`config.mk`:
```
export PLATFORM = sky130hd
export DESIGN_NAME = div_arbiter_flat
export DESIGN_NICKNAME = d
export VERILOG_FILES = /design/src/rtl/div_arbiter_if.sv /design/src/rtl/div_arbiter.sv /design/src/flat_wrapper.sv
export SDC_FILE = /design/constraint.sdc
export NUM_CORES = 1
export LEC_CHECK = 0
export ABC_AREA = 1
export CAP_MARGIN = 15
export CORE_MARGIN = 8
export CORE_UTILIZATION = 43
export DETAILED_ROUTE_END_ITERATION = 6
export PLACE_DENSITY = 0.95
export REMOVE_ABC_BUFFERS = 1
export SLEW_MARGIN = 40
export SYNTH_ARGS = -nofsm -noshare
export SYNTH_HDL_FRONTEND = slang
export SYNTH_SLANG_ARGS = --single-unit
```
`constraint.sdc`:
```
create_clock -name clk_i -period 6.1 [get_ports clk_i]
set_clock_uncertainty 0.2 [all_clocks]
set_input_delay 1.22 -clock clk_i [delete_from_list [all_inputs] [get_ports clk_i]]
set_output_delay 1.22 -clock clk_i [all_outputs]
set_load 0.01 [all_outputs]
```
`src/rtl/div_arbiter_if.sv`:
```
`default_nettype none
// ----------------------------------------------------------------------------
// div_arbiter_if : request, response and divider-side bundle for div_arbiter
// Revision       : 1.0
// ----------------------------------------------------------------------------
interface div_arbiter_if #(
  parameter int NUM_REQ       = 4,
  parameter int DIVIDEND_BITS = 16,
  parameter int DIVISOR_BITS  = 8,
  parameter int FRAC_BITS     = 8
);
  localparam int ID_BITS = (NUM_REQ > 1) ? $clog2(NUM_REQ) : 1;

  logic [NUM_REQ-1:0]               req_valid_i;
  logic [NUM_REQ-1:0]               req_ready_o;
  logic [NUM_REQ*DIVIDEND_BITS-1:0] req_dividend_i;
  logic [NUM_REQ*DIVISOR_BITS-1:0]  req_divisor_i;

  logic                             rsp_valid_o;
  logic                             rsp_ready_i;
  logic [ID_BITS-1:0]               rsp_id_o;
  logic [DIVIDEND_BITS-1:0]         rsp_quotient_o;
  logic [FRAC_BITS-1:0]             rsp_frac_o;
  logic                             rsp_dbz_o;

  logic                             div_valid_o;
  logic                             div_ready_i;
  logic [DIVIDEND_BITS-1:0]         div_dividend_o;
  logic [DIVISOR_BITS-1:0]          div_divisor_o;
  logic                             div_valid_i;
  logic [DIVIDEND_BITS-1:0]         div_quotient_i;
  logic [FRAC_BITS-1:0]             div_frac_i;

  // Arbiter side
  modport slave (
    input  req_valid_i, req_dividend_i, req_divisor_i,
    output req_ready_o,
    output rsp_valid_o, rsp_id_o, rsp_quotient_o, rsp_frac_o, rsp_dbz_o,
    input  rsp_ready_i,
    output div_valid_o, div_dividend_o, div_divisor_o,
    input  div_ready_i, div_valid_i, div_quotient_i, div_frac_i
  );

  // Requester / response-consumer / divider side
  modport master (
    output req_valid_i, req_dividend_i, req_divisor_i,
    input  req_ready_o,
    input  rsp_valid_o, rsp_id_o, rsp_quotient_o, rsp_frac_o, rsp_dbz_o,
    output rsp_ready_i,
    input  div_valid_o, div_dividend_o, div_divisor_o,
    output div_ready_i, div_valid_i, div_quotient_i, div_frac_i
  );
endinterface
`default_nettype wire

```
`src/rtl/div_arbiter.sv`:
```
`default_nettype none
// ----------------------------------------------------------------------------
// div_arbiter : round-robin sharer of one serial divider across NUM_REQ ports
// Revision    : 1.0
// ----------------------------------------------------------------------------
module div_arbiter #(
  parameter int NUM_REQ       = 4,
  parameter int DIVIDEND_BITS = 16,
  parameter int DIVISOR_BITS  = 8,
  parameter int FRAC_BITS     = 8
) (
  input wire logic     clk_i,
  input wire logic     rst_n_i,
  div_arbiter_if.slave bus
);
  localparam int ID_BITS = (NUM_REQ > 1) ? $clog2(NUM_REQ) : 1;

  typedef enum logic [1:0] {
    IDLE  = 2'd0,
    ISSUE = 2'd1,
    WAIT  = 2'd2,
    RESP  = 2'd3
  } state_t;

  state_t                   state;
  logic [ID_BITS-1:0]       last_grant;
  logic [ID_BITS-1:0]       grant_idx;
  logic                     grant_found;
  logic [ID_BITS:0]         cand;
  logic [NUM_REQ-1:0]       req_ready;
  logic [DIVIDEND_BITS-1:0] sel_dividend;
  logic [DIVISOR_BITS-1:0]  sel_divisor;

  logic                     rsp_valid;
  logic [ID_BITS-1:0]       rsp_id;
  logic [DIVIDEND_BITS-1:0] rsp_quotient;
  logic [FRAC_BITS-1:0]     rsp_frac;
  logic                     rsp_dbz;
  logic                     div_valid;
  logic [DIVIDEND_BITS-1:0] div_dividend;
  logic [DIVISOR_BITS-1:0]  div_divisor;

  // Search starts just after the last winner; one extra bit absorbs the wrap
  always_comb begin
    grant_found = 1'b0;
    grant_idx   = '0;
    cand        = '0;
    for (int i = 1; i <= NUM_REQ; i++) begin
      cand = {1'b0, last_grant} + (ID_BITS+1)'(i);
      if (cand >= (ID_BITS+1)'(NUM_REQ)) begin
        cand = cand - (ID_BITS+1)'(NUM_REQ);
      end
      if (!grant_found && bus.req_valid_i[cand[ID_BITS-1:0]]) begin
        grant_found = 1'b1;
        grant_idx   = cand[ID_BITS-1:0];
      end
    end
  end

  always_comb begin
    req_ready = '0;
    if (rst_n_i && (state == IDLE) && grant_found) begin
      req_ready[grant_idx] = 1'b1;
    end
  end

  assign sel_dividend = bus.req_dividend_i[grant_idx*DIVIDEND_BITS +: DIVIDEND_BITS];
  assign sel_divisor  = bus.req_divisor_i[grant_idx*DIVISOR_BITS +: DIVISOR_BITS];

  always_ff @(posedge clk_i) begin
    if (!rst_n_i) begin
      state        <= IDLE;
      last_grant   <= ID_BITS'(NUM_REQ-1);
      rsp_valid    <= 1'b0;
      rsp_id       <= '0;
      rsp_quotient <= '0;
      rsp_frac     <= '0;
      rsp_dbz      <= 1'b0;
      div_valid    <= 1'b0;
      div_dividend <= '0;
      div_divisor  <= '0;
    end else begin
      case (state)
        IDLE: begin
          if (grant_found) begin
            rsp_id       <= grant_idx;
            last_grant   <= grant_idx;
            div_dividend <= sel_dividend;
            div_divisor  <= sel_divisor;
            // Zero divisor is answered locally and never reaches the divider
            if (sel_divisor == '0) begin
              rsp_quotient <= '1;
              rsp_frac     <= '1;
              rsp_dbz      <= 1'b1;
              rsp_valid    <= 1'b1;
              state        <= RESP;
            end else begin
              div_valid <= 1'b1;
              state     <= ISSUE;
            end
          end
        end
        ISSUE: begin
          if (bus.div_ready_i) begin
            div_valid <= 1'b0;
            state     <= WAIT;
          end
        end
        WAIT: begin
          if (bus.div_valid_i) begin
            rsp_quotient <= bus.div_quotient_i;
            rsp_frac     <= bus.div_frac_i;
            rsp_dbz      <= 1'b0;
            rsp_valid    <= 1'b1;
            state        <= RESP;
          end
        end
        RESP: begin
          if (bus.rsp_ready_i) begin
            rsp_valid <= 1'b0;
            state     <= IDLE;
          end
        end
        default: state <= IDLE;
      endcase
    end
  end

  assign bus.req_ready_o    = req_ready;
  assign bus.rsp_valid_o    = rsp_valid;
  assign bus.rsp_id_o       = rsp_id;
  assign bus.rsp_quotient_o = rsp_quotient;
  assign bus.rsp_frac_o     = rsp_frac;
  assign bus.rsp_dbz_o      = rsp_dbz;
  assign bus.div_valid_o    = div_valid;
  assign bus.div_dividend_o = div_dividend;
  assign bus.div_divisor_o  = div_divisor;
endmodule
`default_nettype wire

```
`src/flat_wrapper.sv`:
```
// flat-port wrapper written by rule: the top's interface ports become plain ports
module div_arbiter_flat 
#(
  parameter int NUM_REQ       = 4,
  parameter int DIVIDEND_BITS = 16,
  parameter int DIVISOR_BITS  = 8,
  parameter int FRAC_BITS     = 8
)
  (clk_i, rst_n_i, bus_req_valid_i, bus_req_dividend_i, bus_req_divisor_i, bus_req_ready_o, bus_rsp_valid_o, bus_rsp_id_o, bus_rsp_quotient_o, bus_rsp_frac_o, bus_rsp_dbz_o, bus_rsp_ready_i, bus_div_valid_o, bus_div_dividend_o, bus_div_divisor_o, bus_div_ready_i, bus_div_valid_i, bus_div_quotient_i, bus_div_frac_i);
  div_arbiter_if #(.NUM_REQ(NUM_REQ), .DIVIDEND_BITS(DIVIDEND_BITS), .DIVISOR_BITS(DIVISOR_BITS), .FRAC_BITS(FRAC_BITS)) bus_i ();
  input wire logic clk_i;
  input wire logic rst_n_i;
  input wire logic [$bits(bus_i.req_valid_i)-1:0] bus_req_valid_i;
  input wire logic [$bits(bus_i.req_dividend_i)-1:0] bus_req_dividend_i;
  input wire logic [$bits(bus_i.req_divisor_i)-1:0] bus_req_divisor_i;
  output wire logic [$bits(bus_i.req_ready_o)-1:0] bus_req_ready_o;
  output wire logic [$bits(bus_i.rsp_valid_o)-1:0] bus_rsp_valid_o;
  output wire logic [$bits(bus_i.rsp_id_o)-1:0] bus_rsp_id_o;
  output wire logic [$bits(bus_i.rsp_quotient_o)-1:0] bus_rsp_quotient_o;
  output wire logic [$bits(bus_i.rsp_frac_o)-1:0] bus_rsp_frac_o;
  output wire logic [$bits(bus_i.rsp_dbz_o)-1:0] bus_rsp_dbz_o;
  input wire logic [$bits(bus_i.rsp_ready_i)-1:0] bus_rsp_ready_i;
  output wire logic [$bits(bus_i.div_valid_o)-1:0] bus_div_valid_o;
  output wire logic [$bits(bus_i.div_dividend_o)-1:0] bus_div_dividend_o;
  output wire logic [$bits(bus_i.div_divisor_o)-1:0] bus_div_divisor_o;
  input wire logic [$bits(bus_i.div_ready_i)-1:0] bus_div_ready_i;
  input wire logic [$bits(bus_i.div_valid_i)-1:0] bus_div_valid_i;
  input wire logic [$bits(bus_i.div_quotient_i)-1:0] bus_div_quotient_i;
  input wire logic [$bits(bus_i.div_frac_i)-1:0] bus_div_frac_i;
  assign bus_i.req_valid_i = bus_req_valid_i;
  assign bus_i.req_dividend_i = bus_req_dividend_i;
  assign bus_i.req_divisor_i = bus_req_divisor_i;
  assign bus_req_ready_o = bus_i.req_ready_o;
  assign bus_rsp_valid_o = bus_i.rsp_valid_o;
  assign bus_rsp_id_o = bus_i.rsp_id_o;
  assign bus_rsp_quotient_o = bus_i.rsp_quotient_o;
  assign bus_rsp_frac_o = bus_i.rsp_frac_o;
  assign bus_rsp_dbz_o = bus_i.rsp_dbz_o;
  assign bus_i.rsp_ready_i = bus_rsp_ready_i;
  assign bus_div_valid_o = bus_i.div_valid_o;
  assign bus_div_dividend_o = bus_i.div_dividend_o;
  assign bus_div_divisor_o = bus_i.div_divisor_o;
  assign bus_i.div_ready_i = bus_div_ready_i;
  assign bus_i.div_valid_i = bus_div_valid_i;
  assign bus_i.div_quotient_i = bus_div_quotient_i;
  assign bus_i.div_frac_i = bus_div_frac_i;
  div_arbiter #(.NUM_REQ(NUM_REQ), .DIVIDEND_BITS(DIVIDEND_BITS), .DIVISOR_BITS(DIVISOR_BITS), .FRAC_BITS(FRAC_BITS)) u_core (.clk_i(clk_i), .rst_n_i(rst_n_i), .bus(bus_i));
endmodule
```
After elaboration in Yosys (flattened, before gate mapping) --
Index checks and enable logic that the tools add are counted.
Storage, ports and cells: output and inout bits 57, input bits 129, flip-flop bits (word level) 57, word-level logic and storage cells 106
Operators by class: reductions and logical operators 19, shift operators 2, eq/ne operators 9, add/sub/neg operators 8, muxes and demuxes 48, order comparisons 10
Operators by type and width (count):
- variable part select 64 x 7 -> 16 bit | 1
- two-way mux 16 bit | 3
- case mux 16 bit (2 select lines) | 1
- variable part select 32 x 6 -> 8 bit | 1
- two-way mux 2 bit | 13
- two-way mux 8 bit | 3
- two-way mux 1 bit | 17
- case mux 8 bit (2 select lines) | 1
- < comparator 2 x 3 -> 1 bit, second input constant | 5
- >= comparator 3 bit, second input constant | 4
- AND reduction 4 bit | 3
- != test 2 bit, second input constant | 5
- binary-select mux 1 bit (select 2 bit) | 4
- logical NOT 8 bit | 1
- case mux 2 bit (4 select lines) | 1
- subtractor 2 x 1 -> 2 bit, second input constant | 4
- adder 2 x 2 -> 3 bit, second input constant | 2
- logical AND 1 bit | 6
- AND reduction 5 bit | 1
- equality test 2 bit, second input constant | 2
- two-way mux 4 bit | 1
- case mux 1 bit (2 select lines) | 2
- nonzero test 2 bit | 2
- adder 2 x 1 -> 3 bit, second input constant | 1
- other kinds (10) | 12

Depth between registers and ports, before layout --
Gate-level depths: netlist of run 1.
word-level depth 20, gate-level depth with buffers 25, gate-level depth less buffers 23

Worst setup path after synthesis of run 1 --
Ideal clock, no wire load.
path type in2out, start input bus_req_valid_i[3], end output bus_req_ready_o[1], arrival 2586 ps, required time 4680 ps, path slack 2094 ps, buffers on the path 1, stages 9, cell sequence nand2_1 -> a21oi_1 -> nor2_1 -> nand3_4 -> nand2_1 -> clkinv_1 -> clkbuf_1 -> nand2_1 -> nor3_1
On the way: longest elaborated chain between the ends 17, elaborated cells on any way between the ends 29, those cells by class order compare: 2; mux: 19; reduce/logical: 8
Ends and longest elaborated chain:
- start, declared | line flat_wrapper.sv:13 | input wire logic [$bits(bus_i.req_valid_i)-1:0] bus_req_valid_i;
- binary-select mux 1 bit (select 2 bit) | line div_arbiter.sv:53 | if (!grant_found && bus.req_valid_i[cand[ID_BITS-1:0]]) begin
- two-way mux 1 bit (implied by the code) | line div_arbiter.sv:53
- two-way mux 1 bit | line div_arbiter.sv:53
- logical NOT 1 bit | line div_arbiter.sv:53
- logical AND 1 bit | line div_arbiter.sv:53
- two-way mux 1 bit | line div_arbiter.sv:53
- logical NOT 1 bit | line div_arbiter.sv:53
- logical AND 1 bit | line div_arbiter.sv:53
- two-way mux 1 bit | line div_arbiter.sv:53
- logical NOT 1 bit | line div_arbiter.sv:53
- logical AND 1 bit | line div_arbiter.sv:53
- two-way mux 2 bit | line div_arbiter.sv:53
- < comparator 2 x 3 -> 1 bit (implied by the code) or >= comparator 2 x 1 -> 1 bit (tied branches) | line div_arbiter.sv:63 | req_ready[grant_idx] = 1'b1;
- logical AND 1 bit (implied by the code) | line div_arbiter.sv:63
- two-way mux 1 bit (implied by the code) | line div_arbiter.sv:63
- demux 1 bit (select 2 bit)
- two-way mux 4 bit (*) | line div_arbiter.sv:62 | if (rst_n_i && (state == IDLE) && grant_found) begin
- end, declared | line flat_wrapper.sv:16 | output wire logic [$bits(bus_i.req_ready_o)-1:0] bus_req_ready_o;
Every way passes the cells marked *; elsewhere a longest branch is shown, timed or not. The select of a mux whose other input is x is not followed.

Worst setup path in the final report of run 1 --
Same ends and word-level chain as after synthesis.

==> results of run 1 <==
==> power groups by stage <==
stage	Combinational [mW]	Clock, mW	Sequential, mW
floorplan	1.17	0	0.652
global placement	1.85	0	0.599
detailed placement	1.93	0	0.609
CTS	1.94	0.400	0.602
global route	2.17	0.419	0.619
finish	1.93	0.397	0.603
==> critical path, cell delays in order <==
cell and delay, ns:
clkdlybuf4s50_1 0.50, nand2_1 0.10, a21oi_1 0.26, nor2_1 0.11, nand3_4 0.14, nand2_1 0.14, clkinv_1 0.09, nand2_1 0.11
nor3_1 0.21, clkdlybuf4s50_1 0.58
==> path summary, 6_finish.rpt <==
kind | end | slack, ns | cells past startpoint
setup / recovery | bus_req_ready_o[1] | 1.21 | 10
setup reg to reg | u_core.bus.rsp_quotient_o[12] | 2.57 | 21
hold reg to reg | u_core.bus.rsp_id_o[1] | 0.28 | 2
hold / removal | u_core.bus.rsp_id_o[1] | 0.28 | 2
==> logic make-up after synthesis <==
group                    synth area share
AND/OR/NAND/NOR                    0.4405
buffers and inverters              0.1177
flip-flops                         0.3242
AO/OA/AOI/OAI                      0.1034
adder cells (fa/ha/maj)           0.01422
==> Yosys cell counts, types with 8 or more instances <==
| cell | n | area, sq um |
|---|---|---|
| o211ai_1 | 9 | 67.56 |
| a22oi_1 | 8 | 60.06 |
| a21oi_1 | 9 | 45.04 |
| nand2_2 | 13 | 81.33 |
| o221ai_1 | 13 | 113.9 |
| inv_1 | 60 | 225.2 |
| or2_2 | 24 | 150.1 |
| dfxtp_1 | 57 | 1141 |
| nor2_1 | 43 | 161.4 |
| clkbuf_1 | 14 | 52.55 |
| nand3_1 | 34 | 170.2 |
| o21ai_0 | 8 | 40.04 |
| nand2_1 | 191 | 716.9 |
| nor2_2 | 25 | 156.4 |
==> sequential cells by signal, indices dropped and copies added, names as in the netlist <==
name	count
u_core.bus.div_dividend_o	16
u_core.bus.rsp_quotient_o	16
u_core.bus.div_divisor_o	8
u_core.bus.rsp_frac_o	8
u_core.bus.rsp_id_o	2
u_core.last_grant	2
u_core.state	2
u_core.bus.div_valid_o	1
u_core.bus.rsp_dbz_o	1
u_core.bus.rsp_valid_o	1
==> area by class of cell <==
type | count | share of cell area
multi-input cells | 400 | 0.3524
well taps | 105 | 0.02351
clock buffers | 11 | 0.02530
clock inverters | 5 | 0.01411
flip-flops and latches | 57 | 0.2042
inverters | 67 | 0.04590
repair buffers | 188 | 0.3345
==> per-stage QoR <==
| step | cells | area [sq um] | setup WS (ns) | utilization | hold WS (ns) |
|---|---|---|---|---|---|
| after floorplan | 524 | 3362 | 1.627 | - | 0.2830 |
| after global placement | 817 | 5363 | 1.258 | 0.6626 | 0.2602 |
| after detailed placement | 817 | 5368 | 1.208 | 0.6633 | 0.2597 |
| after CTS | 833 | 5588 | 1.205 | 0.6905 | 0.2746 |
| after global routing | 833 | 5588 | 1.003 | 0.6905 | 0.3184 |
| final | 833 | 5588 | 1.208 | 0.6905 | 0.2843 |
==> metal layers <==
metal / track usage / routed length [um] / vias to the layer above
li1: - / - / 2066
met5: 0 / 0 / -
met2: 0.3919 / 6499 / 197
met4: 0.1035 / 448 / 0
met3: 0.04719 / 968 / 32
met1: 0.2456 / 4914 / 1913
==> placed cells by master (no fill, tap or decap) <==
cell / netlist / layout
clkinv_1: 1 / 1
clkinv_2: 0 / 2
dfxtp_1: 57 / 57
inv_1: 60 / 60
inv_6: 1 / 1
a31oi_1: 3 / 3
a22oi_1: 8 / 8
or2_2: 24 / 24
nand3_4: 1 / 1
clkdlybuf4s50_1: 0 / 184
clkbuf_1: 14 / 1
bufinv_16: 0 / 2
nor2_4: 3 / 3
nand2_1: 191 / 191
o211ai_1: 9 / 9
o21ai_1: 1 / 1
buf_2: 3 / 1
nand4_1: 4 / 4
nand2_4: 2 / 3
buf_4: 0 / 3
a21oi_1: 9 / 9
nor3_1: 3 / 3
o221ai_1: 13 / 13
a211oi_1: 1 / 1
o22ai_1: 1 / 1
nand2_2: 13 / 12
nor2_1: 43 / 43
clkinv_4: 0 / 1
nor2_2: 25 / 25
clkbuf_8: 0 / 10
o21ai_0: 8 / 8
nand3_1: 34 / 34
ha_1: 4 / 4
inv_2: 5 / 5
==> flow_metrics.tcl, run 1 <==
set metrics [dict create \
    status "completed" \
    critPathLaunch "bus_req_valid_i[3]" \
    yosys_warnings 0 \
    diodes 0 \
    synthCells 551 \
    synth-edff-count 0 \
    cts_hold_buf 0 \
    r2r_start "u_core.last_grant[0]" \
    drt-total-wl_mm 12.83 \
    cts_resized 0 \
    hold_path.class "register to register" \
    clk_latency_ns 0.33 \
    relSlewSlack 0.6132 \
    io_pins 186 \
    via_count 4208 \
    worst_pin_slew_ns 0.5797 \
    synth_seq_cells 57 \
    htreeDepth 3 \
    grt_max_degree 54 \
    critPathMaxFanout 7 \
    clock-sinks 57 \
    antenna_found_initial 0 \
    place_congestion 0.9529 \
    cts.reportedPaths.clkPinSlew_ns 0.07 \
    cts_tree "built" \
    rows 33 \
    postRouteAntennaNets 0 \
    cts_made_buffers 9 \
    cap_violations 0 \
    clock.fmax_ghz 0.2044 \
    path_class "input port to primary output" \
    hpwl_mm 10.00 \
    core_sq_mm 0.008093 \
    synth_cell_type_count 30 \
    peakVddDrop_v 0.0003160 \
    layout-drive-gt1-share 0.1277 \
    finalWorstPathRequiredPeriod_ns 4.892 \
    io_buffers 185 \
    fin_tns_setup_ns 0 \
    routedWlPerCell_um 15.40 \
    regArea_sq_mm 0.001141 \
    fillers 634 \
    required_ns 4.68 \
    syn_area_sq_mm 0.003520 \
    avgSynthCellArea_sq_um 6.388 \
    p_per_area_mw_per_mm2 525.0 \
    hold_viol 0 \
    power.switching_mw 1.429 \
    finalMaxSlewViolations 0 \
    end_kind "primary output" \
    drt-initial-drc-count 201 \
    start_kind "input port" \
    finalSetupViolCount 0 \
    sw_frac_of_total 0.4870 \
    die_y_um 106.5 \
    initial_core_util 0.4349 \
    die-area_sq_mm 0.01134 \
    routed_via_density 5.052 \
    cts.path.max_buffers 2 \
    route.detailed.drc 0 \
    arrival_ns 3.47 \
    fin_nets 856 \
    synth-main-ff-cell "dfxtp_1" \
    sequentialPowerShare 0.205 \
    power_frac_comb 0.659 \
    cts_root_buf "clkbuf_8" \
    multiInputGateArea_sq_mm 0.001969 \
    area_growth_pct 58.76 \
    synthArstFlopShare 0 \
    seq_area_frac_synth 0.3242 \
    timing.final.crit_share 0.8020 \
    power_mw 2.934 \
    grt_overflow 0 \
    p_int_mw 1.505 \
    rsz0062_at_grt "no" \
    grtUsageTotal 0.2206 \
    p_leak_nw 2.553 \
    postCtsSetupBuffers 0 \
    grt_pass1_vias 4149 \
    floorplan.die.width_um 106.5 \
    clkPwrFrac 0.135 \
    worstHoldStart "u_core.bus.rsp_id_o[1]" \
    grt_pass1_wl_mm 20.42 \
    dr.pass1.iters 4 \
]
Power figures use the tool's default switching activity.
==> inputs of run 2 (changes only) <==
CORE_UTILIZATION = 40   (was 43)
PLACE_DENSITY = 0.89   (was 0.95)
clock period = 4.7 ns   (was 6.1 ns; I/O delays follow)
==> flow_metrics.tcl, run 2 (synthesis gave the netlist of run 1 again) <==
set metrics [dict create \
    drt-total-wl_mm 12.59 \
    finalWorstPathRequiredPeriod_ns 4.287 \
    hold_viol 0 \
    power_frac_comb 0.660 \
    arrival_ns 3.15 \
    p_int_mw 1.955 \
    via_count 4055 \
    critPathMaxFanout 7 \
    htreeDepth 3 \
    fin_tns_setup_ns 0 \
    die_y_um 109.8 \
    path_class "input port to primary output" \
    place_congestion 0.9194 \
    r2r_start "u_core.last_grant[0]" \
    antenna_found_initial 0 \
    core_sq_mm 0.008636 \
    cts_hold_buf 0 \
    grt_max_degree 54 \
    timing.final.crit_share 0.9120 \
    cts_tree "built" \
    cts_root_buf "clkbuf_8" \
    floorplan.die.width_um 109.8 \
    cts.reportedPaths.clkPinSlew_ns 0.07 \
    peakVddDrop_v 0.0004009 \
    sequentialPowerShare 0.202 \
    clock-sinks 57 \
    relSlewSlack 0.5957 \
    p_per_area_mw_per_mm2 683.3 \
    dr.pass1.iters 4 \
    clk_latency_ns 0.33 \
    r2r_cells 22 \
    grt_pass1_vias 3989 \
    area_growth_pct 59.47 \
    dp_cells 821 \
    r2r-end "u_core.bus.rsp_quotient_o[9]" \
    final_cell_mix "191 x nand2_1, 184 x clkdlybuf4s50_1, 60 x inv_1" \
    clock.fmax_ghz 0.2333 \
    grtUsageTotal 0.2020 \
    initial_core_util 0.4076 \
    end_kind "primary output" \
    required_ns 3.56 \
    finalMaxSlewViolations 0 \
    drt-initial-drc-count 239 \
    holdPathEnd "u_core.bus.div_valid_o" \
    ff2ff_setup_slack_ns 1.23 \
    routedWlPerCell_um 15.04 \
    status "completed" \
    rows 34 \
    cts_resized 0 \
    layout-drive-gt1-share 0.1303 \
    start_kind "input port" \
    power.switching_mw 1.881 \
    fin_cells 837 \
    route.detailed.drc 0 \
    p_leak_nw 2.558 \
    hold_depth 2 \
    finalSetupViolCount 0 \
    cts.path.max_buffers 2 \
    grt_overflow 0 \
    routed_via_density 4.845 \
    die-area_sq_mm 0.01206 \
    postRouteAntennaNets 0 \
    cts_made_buffers 9 \
    postCtsSetupBuffers 0 \
    hpwl_mm 9.678 \
    diodes 0 \
    hold_path.class "register to register" \
    fin_nets 857 \
    clkPwrFrac 0.137 \
    io_pins 186 \
    rsz0062_at_grt "no" \
    cap_violations 0 \
    worst_pin_slew_ns 0.6058 \
    mostFrequentLayoutCell "nand2_1" \
    io_buffers 185 \
    grt_pass1_wl_mm 19.53 \
    worstHoldStart "u_core.bus.div_valid_o" \
    sw_frac_of_total 0.4903 \
]
-- run 2: changes by cell type in the layout (fill, tap and decap cells not counted), sizes merged --
cell      before  now
clkinvlp       0    1
inv           66   67
clkbuf        11    9
buf            4    5
-- run 2: layout make-up --
cell class,count,area (sq um)
Fill cell,736,3023
Tap cell,108,135.1
Multi-Input combinational cell,400,1964
Clock buffer,9,123.9
Timing Repair Buffer,189,1889
Sequential cell,57,1141
Clock inverter,7,102.6
Inverter,67,256.5
-- run 2: worst max path at each step --
stage | from | end
final | bus_req_valid_i[3] | bus_req_ready_o[3]
after global routing | bus_req_valid_i[3] | bus_req_ready_o[1]
after CTS | bus_req_valid_i[3] | bus_req_ready_o[1]
after detailed placement | bus_req_valid_i[3] | bus_req_ready_o[1]
after global placement | bus_req_valid_i[3] | bus_req_ready_o[1]
after floorplan | bus_req_valid_i[3] | bus_req_ready_o[0]
-- run 2: through the flow --
step | util | hold slack, ns | power, mW | area, sq um | setup WS, ns
after floorplan | - | 0.2830 | 2.367 | 3362 | 0.7873
after global placement | 0.6237 | 0.2570 | 3.218 | 5386 | 0.5388
after detailed placement | 0.6237 | 0.2616 | 3.308 | 5386 | 0.4534
after CTS | 0.6500 | 0.2750 | 3.852 | 5613 | 0.4402
after global routing | 0.6500 | 0.3113 | 4.184 | 5613 | 0.2253
final | 0.6500 | 0.2713 | 3.835 | 5613 | 0.4134
-- run 2: critical path: stages --
cell and delay [ns]:
clkdlybuf4s50_1 0.50, nand2_1 0.10, a21oi_1 0.29, nor2_1 0.12, nand3_4 0.14, nand2_1 0.13, clkinv_1 0.09, nand2_1 0.11
nor3_1 0.16, clkdlybuf4s50_1 0.56
-- run 2: power groups by stage --
| stage | Clock (mW) | Sequential, mW | Combinational (mW) |
|---|---|---|---|
| 2_1_floorplan | 0 | 0.847 | 1.52 |
| 3_3_place_gp | 0 | 0.775 | 2.44 |
| 3_5_place_dp | 0 | 0.785 | 2.52 |
| 4_1_cts | 0.540 | 0.775 | 2.54 |
| 5_1_grt | 0.564 | 0.799 | 2.82 |
| 6_report | 0.527 | 0.776 | 2.53 |
-- run 2: metal layers --
layer / vias to the layer above / routed length, um / GRT usage
met5: - / 0 / 0
met4: 0 / 256 / 0.06461
met3: 18 / 1114 / 0.05744
met2: 155 / 6367 / 0.3673
met1: 1817 / 4853 / 0.2197
li1: 2065 / - / -
==> variant, RTL diff (config.mk and constraints of run 2) <==
`DIVISOR_BITS` is set to 8 in 3 places; all go to 9.
--- a/src/rtl/div_arbiter_if.sv
+++ b/src/rtl/div_arbiter_if.sv
@@ -6,7 +6,7 @@
 interface div_arbiter_if #(
   parameter int NUM_REQ       = 4,
   parameter int DIVIDEND_BITS = 16,
-  parameter int DIVISOR_BITS  = 8,
+  parameter int DIVISOR_BITS  = 9,
   parameter int FRAC_BITS     = 8
 );
   localparam int ID_BITS = (NUM_REQ > 1) ? $clog2(NUM_REQ) : 1;
--- a/src/rtl/div_arbiter.sv
+++ b/src/rtl/div_arbiter.sv
@@ -6,7 +6,7 @@
 module div_arbiter #(
   parameter int NUM_REQ       = 4,
   parameter int DIVIDEND_BITS = 16,
-  parameter int DIVISOR_BITS  = 8,
+  parameter int DIVISOR_BITS  = 9,
   parameter int FRAC_BITS     = 8
 ) (
   input wire logic     clk_i,
--- a/src/flat_wrapper.sv
+++ b/src/flat_wrapper.sv
@@ -3,7 +3,7 @@
 #(
   parameter int NUM_REQ       = 4,
   parameter int DIVIDEND_BITS = 16,
-  parameter int DIVISOR_BITS  = 8,
+  parameter int DIVISOR_BITS  = 9,
   parameter int FRAC_BITS     = 8
 )
   (clk_i, rst_n_i, bus_req_valid_i, bus_req_dividend_i, bus_req_divisor_i, bus_req_ready_o, bus_rsp_valid_o, bus_rsp_id_o, bus_rsp_quotient_o, bus_rsp_frac_o, bus_rsp_dbz_o, bus_rsp_ready_i, bus_div_valid_o, bus_div_dividend_o, bus_div_divisor_o, bus_div_ready_i, bus_div_valid_i, bus_div_quotient_i, bus_div_frac_i);
Ports: changed (resized bus_div_divisor_o and bus_req_divisor_i); port bits go from 186 to 191. No check against the original RTL was run, so the function may have changed too.
==> variant against run 2 <==
Design area increased by 1.2%. Area after synthesis decreased by 0.36%. Critical path type unchanged. Utilization increased by 1.1 points. Total power increased by 9.2%. Routed wire length increased by 2.6%. Register-to-register slack improved by 0.05 ns. Sequential cell count increased by 1. Setup slack got worse by 0.13 ns. Highest routed layer unchanged. Largest cell class unchanged.
==> variant: results (changes against run 2) <==
| Metric | Value |
|---|---|
| Outcome | complete, no violations (unchanged) |
| R2R setup slack | 1.28 ns (was 1.23 ns) |
| Tot GR Track Use | 0.212 (was 0.202) |
| GPL Wtd Cong | 0.929 (was 0.919) |
| Hpwl dp | 10000 um (was 9680 um) |
| Grt met2 use | 0.354 (was 0.367) |
| Commonest cells post-synth | 145 x nand2_1, 58 x dfxtp_1, 55 x nor2_1, 46 x inv_1, 45 x nand3_1 (was 191 x nand2_1, 60 x inv_1, 57 x dfxtp_1, 43 x nor2_1, 34 x nand3_1) |
| Initial DRC count | 256 (was 239) |
| # nets final | 844 (was 857) |
| CP peak stage delay | 0.63 ns (was 0.56 ns) |
| Pre-Repair DR Iteration Count | 5 (was 4) |
| Final wirelength | 12900 um (was 12600 um) |
| GR Util met1 | 0.237 (was 0.220) |
| Hold Slack | 0.283 ns (was 0.271 ns) |
| Gate Count Post-Synth | 530 (was 551) |
| Hold Path Sink | u_core.bus.rsp_valid_o (was u_core.bus.div_valid_o) |
| Slew headroom | 0.551 (was 0.596) |
| WP data arrival | 3.28 ns (was 3.15 ns) |
| Hold Path Origin | u_core.bus.rsp_valid_o (was u_core.bus.div_valid_o) |
| Reg2Reg Depth | 19 (was 22) |
| Dpl cell area | 5430 um^2 (was 5390 um^2) |
| Reg2reg end | u_core.bus.rsp_quotient_o[13] (was u_core.bus.rsp_quotient_o[9]) |
| Global-route met3 utilization | 0.0803 (was 0.0574) |
| Setup WS pre-CTS | 0.369 ns (was 0.453 ns) |
| DR vias | 4134 (was 4055) |
| First-pass GRT wire length | 20300 um (was 19500 um) |
| Area contributors post-synth | dfxtp_1 33%, nand2_1 16%, nand3_1 6.4%, nor2_1 5.9%, inv_1 4.9% (was dfxtp_1 32%, nand2_1 20%, inv_1 6.4%, nand3_1 4.8%, nor2_1 4.6%) |
| Fmax | 226 MHz (was 233 MHz) |
| Non-filler instance count after layout | 820 (was 837) |
| Layout cells sized above 1 | 0.129 (was 0.130) |
| CP max FO | 6 (was 7) |
| Register area share after synthesis | 0.331 (was 0.324) |
| Cells after DPL | 804 (was 821) |
| Met2 wire len | 6160 um (was 6370 um) |
| Largest net degree at the start of global routing | 55 (was 54) |
| Pleak | 2.43 nW (was 2.56 nW) |
| Buffers on Ports | 190 (was 185) |
| Vias in the first global route | 4237 (was 3989) |
| Peak supply drop | 0.000478 V (was 0.000401 V) |
| DRT met1 WL | 5010 um (was 4850 um) |
| Critical path endpoint | bus_req_ready_o[3] (unchanged) |
| Met3 WL | 1350 um (was 1110 um) |
[variant: changes by cell type in the layout (fill, tap and decap cells not counted), moves of 12 or more]
cell      delta
inv_1       -14
o21ai_0     +14
nor2_1      +12
o221ai_1    -13
nand2_1     -46
a41oi_1     +16
[variant: logic make-up (layout without fill, tap and decap cells)]
family | after synthesis | count (layout) | share of synthesized area
AOI/OAI and AO/OA | 75 | 75 | 0.148
adders and majority gates | 4 | 4 | 0.0143
buffers and inverters | 83 | 265 | 0.107
DFF | 58 | 58 | 0.331
and+or+nand+nor | 310 | 310 | 0.399
[variant: power by group]
group	total, mW	switching, mW	internal, mW
combinational	2.75	1.64	1.11
sequential	0.856	0.132	0.724
clock	0.584	0.203	0.382
[variant: area by class of cell]
type / count / area (um^2)
clock buffers: 12 / 155
clock inverters: 4 / 97.6
fillers: 734 / 2910
inverters: 51 / 194
multi-input cells: 389 / 1970
flip-flops and latches: 58 / 1160
well taps: 108 / 135
repair buffers: 198 / 1970
